$ cat src/rtl/data_ser_tx.sv
// data_ser_tx: 8-lane SDR serializer with ADC-style frame and bitslip training.
// Each word is shifted out MSB first, one bit per lane per clock; a training
// burst of TRAIN_PATTERN words is sent after reset and on request.
module data_ser_tx #(
    parameter int unsigned       LANES         = 8,
    parameter int unsigned       WORD          = 8,
    parameter logic [WORD-1:0]   TRAIN_PATTERN = 8'hF0,
    parameter int unsigned       TRAIN_WORDS   = 16
) (
    input  logic                  clk0,
    input  logic                  rst_n,
    input  logic                  train_req,
    input  logic [LANES*WORD-1:0] s_data,
    input  logic                  s_valid,
    output logic                  s_ready,
    output logic [LANES-1:0]      tx_data,
    output logic                  tx_frame,
    output logic                  training,
    output logic                  underflow
);

    localparam int unsigned CW = $clog2(TRAIN_WORDS + 1);
    localparam int unsigned BW = $clog2(WORD);

    localparam logic [BW-1:0] LAST_BIT = BW'(WORD - 1);
    localparam logic [BW-1:0] HALF     = BW'(WORD / 2);
    localparam logic [CW-1:0] TW       = CW'(TRAIN_WORDS);

    typedef enum logic {
        ST_TRAIN,
        ST_DATA
    } state_t;

    state_t                     state, state_n;
    logic [CW-1:0]              train_cnt, train_cnt_n, cnt_base;
    logic [BW-1:0]              bit_cnt, bit_cnt_n;
    logic [LANES-1:0][WORD-1:0] sr, sr_n;
    logic [LANES-1:0]           tx_n;
    logic                       train_pending, pend_n;
    logic                       training_n, underflow_n;
    logic                       load, req;

    assign load    = (bit_cnt == LAST_BIT);
    assign req     = train_pending | train_req;
    assign s_ready = load && (state == ST_DATA) && !req && rst_n;

    // Next-state: word selection on load cycles, shifting on all others.
    // A pending request re-enters training by reloading the counter and
    // consuming the first training word in the same load cycle.
    always_comb begin
        state_n     = state;
        train_cnt_n = train_cnt;
        cnt_base    = train_cnt;
        pend_n      = req;
        bit_cnt_n   = bit_cnt + 1'b1;
        training_n  = training;
        underflow_n = 1'b0;
        for (int unsigned i = 0; i < LANES; i++) begin
            sr_n[i] = {sr[i][WORD-2:0], 1'b0};
        end

        if (load) begin
            bit_cnt_n = '0;
            pend_n    = 1'b0;
            if (req || state == ST_TRAIN) begin
                cnt_base    = req ? TW : train_cnt;
                train_cnt_n = cnt_base - 1'b1;
                state_n     = (train_cnt_n == '0) ? ST_DATA : ST_TRAIN;
                sr_n        = {LANES{TRAIN_PATTERN}};
                training_n  = 1'b1;
            end else begin
                training_n = 1'b0;
                if (s_valid) begin
                    sr_n = s_data;
                end else begin
                    sr_n        = '0;
                    underflow_n = 1'b1;
                end
            end
        end

        for (int unsigned i = 0; i < LANES; i++) begin
            tx_n[i] = sr_n[i][WORD-1];
        end
    end

    // State and output registers with synchronous active-low reset.
    always_ff @(posedge clk0) begin
        if (!rst_n) begin
            state         <= ST_TRAIN;
            train_cnt     <= TW;
            bit_cnt       <= LAST_BIT;
            sr            <= '0;
            train_pending <= 1'b0;
            tx_data       <= '0;
            tx_frame      <= 1'b0;
            training      <= 1'b0;
            underflow     <= 1'b0;
        end else begin
            state         <= state_n;
            train_cnt     <= train_cnt_n;
            bit_cnt       <= bit_cnt_n;
            sr            <= sr_n;
            train_pending <= pend_n;
            tx_data       <= tx_n;
            tx_frame      <= (bit_cnt_n < HALF);
            training      <= training_n;
            underflow     <= underflow_n;
        end
    end

endmodule
$ cat config.mk
export PLATFORM = sky130hd
export DESIGN_NAME = data_ser_tx
export DESIGN_NICKNAME = d
export VERILOG_FILES = /design/src/rtl/data_ser_tx.sv
export SDC_FILE = /design/constraint.sdc
export NUM_CORES = 1
export LEC_CHECK = 0
export ABC_AREA = 1
export BUFFER_PORTS_ARGS = -buffer_cell sky130_fd_sc_hd__buf_2
export CAP_MARGIN = 20
export CORE_MARGIN = 3
export CORE_UTILIZATION = 35
export CTS_CLUSTER_SIZE = 28
export DETAILED_ROUTE_END_ITERATION = 8
export GPL_TIMING_DRIVEN = 0
export PLACE_DENSITY = 0.59
export SLEW_MARGIN = 5
export SYNTH_ARGS = -nofsm -noshare
export SYNTH_HDL_FRONTEND = slang
export SYNTH_SLANG_ARGS = --single-unit
$ cat constraint.sdc
create_clock -name clk0 -period 3 [get_ports clk0]
set_clock_uncertainty 0.15 [all_clocks]
set_input_delay 0 -clock clk0 [delete_from_list [all_inputs] [get_ports clk0]]
set_output_delay 0 -clock clk0 [all_outputs]
set_load 0.01 [all_outputs]
======== After elaboration in Yosys (flattened, before gate mapping) ========
Cells that the tools add are included.
operators by class
  add/sub/neg operators ................... 2
  multipliers ............................. 0
  divide/modulo/power cells ............... 0
  magnitude comparators ................... 1
  eq/ne operators ......................... 1
  shift-type cells ........................ 0
  muxes and demuxes ....................... 8
  bitwise logic cells ..................... 5
  reduce and logical (&&, ||, !) cells .... 10
operators by type and width
  kind                   count
  $mux W64               3
  $logic_not A5 Y1       1
  $mux W5                1
  $sub A5 B1 Y5 const B  1
  $not A1 Y1             4
  $reduce_or A4 Y1       1
  $add A3 B1 Y3 const B  1
  $eq A3 B3 Y1 const B   1
  $logic_and A1 B1 Y1    3
  $lt A3 B3 Y1 const B   1
  $mux W1                3
  $mux W3                1
  $reduce_or A3 Y1       1
  $reduce_and A2 Y1      1
  $reduce_or A2 Y1       1
  $logic_not A1 Y1       1
  $logic_or A1 B1 Y1     1
  $or A1 B1 Y1           1
storage, ports and cells
  register bits ........................... 77
  bits in latches ......................... 0
  bits in writable memories ............... 0
  ROM bits ................................ 0
  bits of input ports ..................... 68
  output and inout port bits .............. 12
  word-level logic and storage cells ...... 51
  memories kept ........................... 0

======== Longest topological paths before layout ========
  depth after elaboration ................. 5
  depth in mapped cells ................... 9

======== Worst setup path after synthesis ========
Ideal clock, no wire load.
  path kind ............................... reg-to-reg
  from .................................... register train_pending
  to ...................................... register state
  data arrival time ....................... 1.301 ns
  data required time ...................... 2.732 ns
  slack ................................... 1.431 ns
  cell stages (with the launch flop) ...... 10
  clock period less this slack ............ 1.569 ns
  path through ............................ dfxtp_1 > nor2_4 > buf_6 > nand2_1 > ha_1 > nand3b_1 > nand3_2 > nor2_2 > nand3_1 > a21oi_2
between the ends
  cells in the longest elaborated chain, start to end .. 5
  elaborated cells between the ends (all ways) .. 7
  those cells by class .................... add/sub (1); mux (2); bitwise (1); reduce/logical (3)
RTL lines
  what                    line  RTL
  from (decl)             39    logic train_pending, pend_n;
  from (signal assigned)  104   train_pending <= pend_n;
  $or A1 B1 Y1 *          44    assign req = train_pending | train_req;
  $mux W5                 66    cnt_base = req ? TW : train_cnt;
  $sub A5 B1 Y5           67    train_cnt_n = cnt_base - 1'b1;
  $logic_not A5 Y1        68    state_n = (train_cnt_n == '0) ? ST_DATA : ST_TRAIN;
  $mux W1                 68
  to (signal assigned)    100   state <= state_n;
  to (decl)               34    state_t state, state_n;
Every way passes the cells marked *; elsewhere a longest branch is shown, timed or not.
A chain may end at the register's enable or synchronous reset.

======== Final worst setup path ========
  from .................................... register bit_cnt[0]
  to ...................................... register sr[33] (netlist bit)
between the ends
  cells in the longest elaborated chain, start to end .. 2
RTL lines
  what                    line  RTL
  from (decl)             36    logic [BW-1:0] bit_cnt, bit_cnt_n;
  from (signal assigned)  102   bit_cnt <= bit_cnt_n;
  $eq A3 B3 Y1            43    assign load = (bit_cnt == LAST_BIT);
  $mux W64                62    if (load) begin
  to (signal assigned)    103   sr <= sr_n;
  to (decl)               37    logic [LANES-1:0][WORD-1:0] sr, sr_n;
Every way passes these cells.

==> impl_results.md <==
- Crit Path Class: reg2reg
- Sw Ratio: 0.299
- Post-Syn Area: between 2000 and 3000 um2
- DRT iter0 DRCs: ~130
- Core Box Area: between 7000 and 8000 um2
- Critical path startpoint category: flip-flop
- Global route overflow: 0
- Chip Height: 96.5 um
- Main synth FF type: dfxtp_1
- Pre-CTS setup slack: between 1 and 1.5 ns
- Largest net degree at the start of global routing: 13
- Die span in x: approximately 97 um
- Row count: 32
- Share of cells above drive strength 1: 0.239
- CP endpoint kind: flip-flop
- Worst VDD drop: a little over 0.3 mV
- Final setup vio count: 0
- Diodes inserted: 0
- H-tree Lvls: 3
- Yosys top cell area share: 0.537
- Vias in the first global route: 2742
- Fraction of the mapped netlist area in adder cells: 0.0174
- Synth Instances: 347
- Final wirelength: approximately 8000 um
- Synth Register Bits: 77
- Proportion of synthesized area in mux cells: 0
- Final Hold Viols: 0
- Synth Area in Simple Gates: 0.227
- Gr usage total: 0.178
- Critical-path cell list: ha_1, ha_1, nand2_1, inv_1, nand3_1, dlygate4sd3_1, nand2_1, dlygate4sd3_1
- Syn avg cell area: just over 8 um2
- FFs w/ async S/R, synth: 0
- Final ANT Viol Nets: 0
- Worst-margin pin slew: around 0.56 ns
- Final Power: around 0.0026 W
- Postcts setup bufs: 0
- Pleak: slightly above 2 nW
- F_max: between 300 and 400 MHz
- I/O Pins: 80
- Int Power: roughly 0.0018 W
- # DRC: 0
- Register share of total power: 0.461
- Crit path DAT: roughly 2.8 ns
- Number of synthesized flops with an enable pin: 0
- DR pass1 iterations: 4
- Min cycle time layout: approximately 2.6 ns
- Yosys top cell by area: dfxtp_1
- Sw Pwr: approximately 0.00077 W
- CP max FO: 12
- WL per Instance: 12.9 um
- DR vias/cell: roughly 4.6
- Max-cap violations: 0
- Final Slew Violations: 0
- Worst-path cell with the longest stage delay: dlygate4sd3_1
- P per Cell Area: about 600 nW/um2
- Area occupied by multi-input gates: approximately 1100 um2
- Largest family of logic cells by synthesized area: simple AND/OR/NAND/NOR gates
- Routability Congestion: between 0.7 and 0.8
- Clock transition at path regs: 0.08 ns
- Compound-Gate Fraction of Synth Area: 0.147
- CTS tree: yes
- Initial antenna violation count: 0
- Netlist cell types: 28
- Initial Util: 0.366
- TritonCTS Buffers: 9
- Port Buffers: between 70 and 80
- Final-stage net count: a little under 600
- First-pass GRT wire length: 12600 um
- Final TNS setup: 0 ns
- FILL cells: around 750
- Clk Latency, worst-skew pair: 0.34 ns
- Sink Count: 77
- Area growth syn-to-layout: 50.9%
- Comb pwr share: 0.245
- Vias: 2834
- Max incr delay on CP: 0.58 ns
- Final HPWL DP: approximately 5000 um
- Sequential-to-total area share from yosys stat: 0.537
- Storage element area: ~1500 um2
- Clock share of power: 0.294
- Root Buffer: clkbuf_8
- Max transition margin: 0.630
- RSZ-0062 raised after global routing: no
- Most common cell after layout, fill and taps aside: buf_2
- Hold Crit Class: in2reg
- Status: finished, final reports clean
- Syn_nets: 419
- Clock tree buffer depth: 2
- Setup WS post-layout: around 0.37 ns
- Synth Area in XOR/XNOR: 0
- Die area: 9320 um2
- Top cells by area, synth: dfxtp_1 (54%), a21oi_1 (12%), nand2_1 (9.3%)
- Critical Path RT: ~3.1 ns
- Most frequent cells in the layout: buf_2 (90), dfxtp_1 (77), dlygate4sd3_1 (75), nand2_1 (71), a21oi_1 (68)
- Crit share post-route: 0.876
- Synth warnings: 0
## sequential cells by signal, summed over array words and instances (netlist names)
name / count
state: 1
tx_frame: 1
train_pending: 1
underflow: 1
train_cnt: 5
training: 1
bit_cnt: 3
tx_data: 8
sr: 56
## routing by layer
metal	up-vias	global-route usage	routed length, um
met4	0	0.0631	67
met2	80	0.309	3880
met5	-	0	0
met3	6	0.0380	430
met1	1277	0.218	3580
li1	1471	-	-
## layout make-up
class	count	area share
inverter	19	0.0165
buffer	25	0.0301
clock buffer	11	0.0327
sequential	77	0.356
clock inverter	4	0.0113
tap	102	0.0295
timing repair buffer	154	0.265
multi-input combinational	225	0.259
## final timing paths
check	from	end	slack, ns	cells after the start
max	bit_cnt[0]	sr[33]	0.37	8
min	s_data[25]	sr[25]	0.26	4
max reg2reg	bit_cnt[0]	sr[33]	0.37	8
min reg2reg	sr[9]	sr[10]	0.30	2
## critical path: cells and delay by family, from the launching register on
kind                     cells  cell delay, ns
AND/OR/NAND/NOR              3            0.26
flip-flops                   1            0.33
adder cells (fa/ha/maj)      2            0.38
buffers and inverters        3            1.44
## through the flow
stage                     area (um2)  hold slack [ns]  cells   util
final                           4330            0.255    617  0.552
after global routing            4330            0.275    617  0.552
after CTS                       4330            0.247    618  0.552
after detailed placement        3390           0.0591    528  0.432
after global placement          3390           0.0603    528  0.432
after floorplan                 2870          -0.0732    347      -
## kinds of logic after synthesis
family / count (synthesis)
AND/OR/NAND/NOR: 143
AO/OA/AOI/OAI: 78
flip-flops: 77
buffers and inverters: 45
adder cells (fa/ha/maj): 4
## repair_timing
action | 4_1_cts | 5_1_grt
endpoints found under the hold margin | 68 | 0
endpoints found under the setup margin | 0 | 1
hold buffers | 75 | 0
resized for setup | 0 | 0
## synthesized netlist by cell type, types with 2 or more instances
cell type / instances
buf_2: 11
o21ai_0: 4
buf_4: 4
a21oi_1: 68
ha_1: 4
nand3_1: 50
buf_1: 2
nor2_1: 10
nor3_1: 2
nand2_1: 71
inv_2: 2
nor2_4: 2
nand2_4: 2
inv_1: 17
clkbuf_1: 8
o21ai_2: 2
dfxtp_1: 77
## power groups by stage
stage | Combinational (W) | Clock [W] | Sequential [W]
2_1_floorplan | 0.000365 | 0 | 0.00122
3_3_place_gp | 0.000560 | 0 | 0.00121
3_5_place_dp | 0.000566 | 0 | 0.00121
4_1_cts | 0.000636 | 0.000775 | 0.00119
5_1_grt | 0.000723 | 0.000814 | 0.00120
6_report | 0.000634 | 0.000761 | 0.00119
Power figures use the tool's default switching activity.
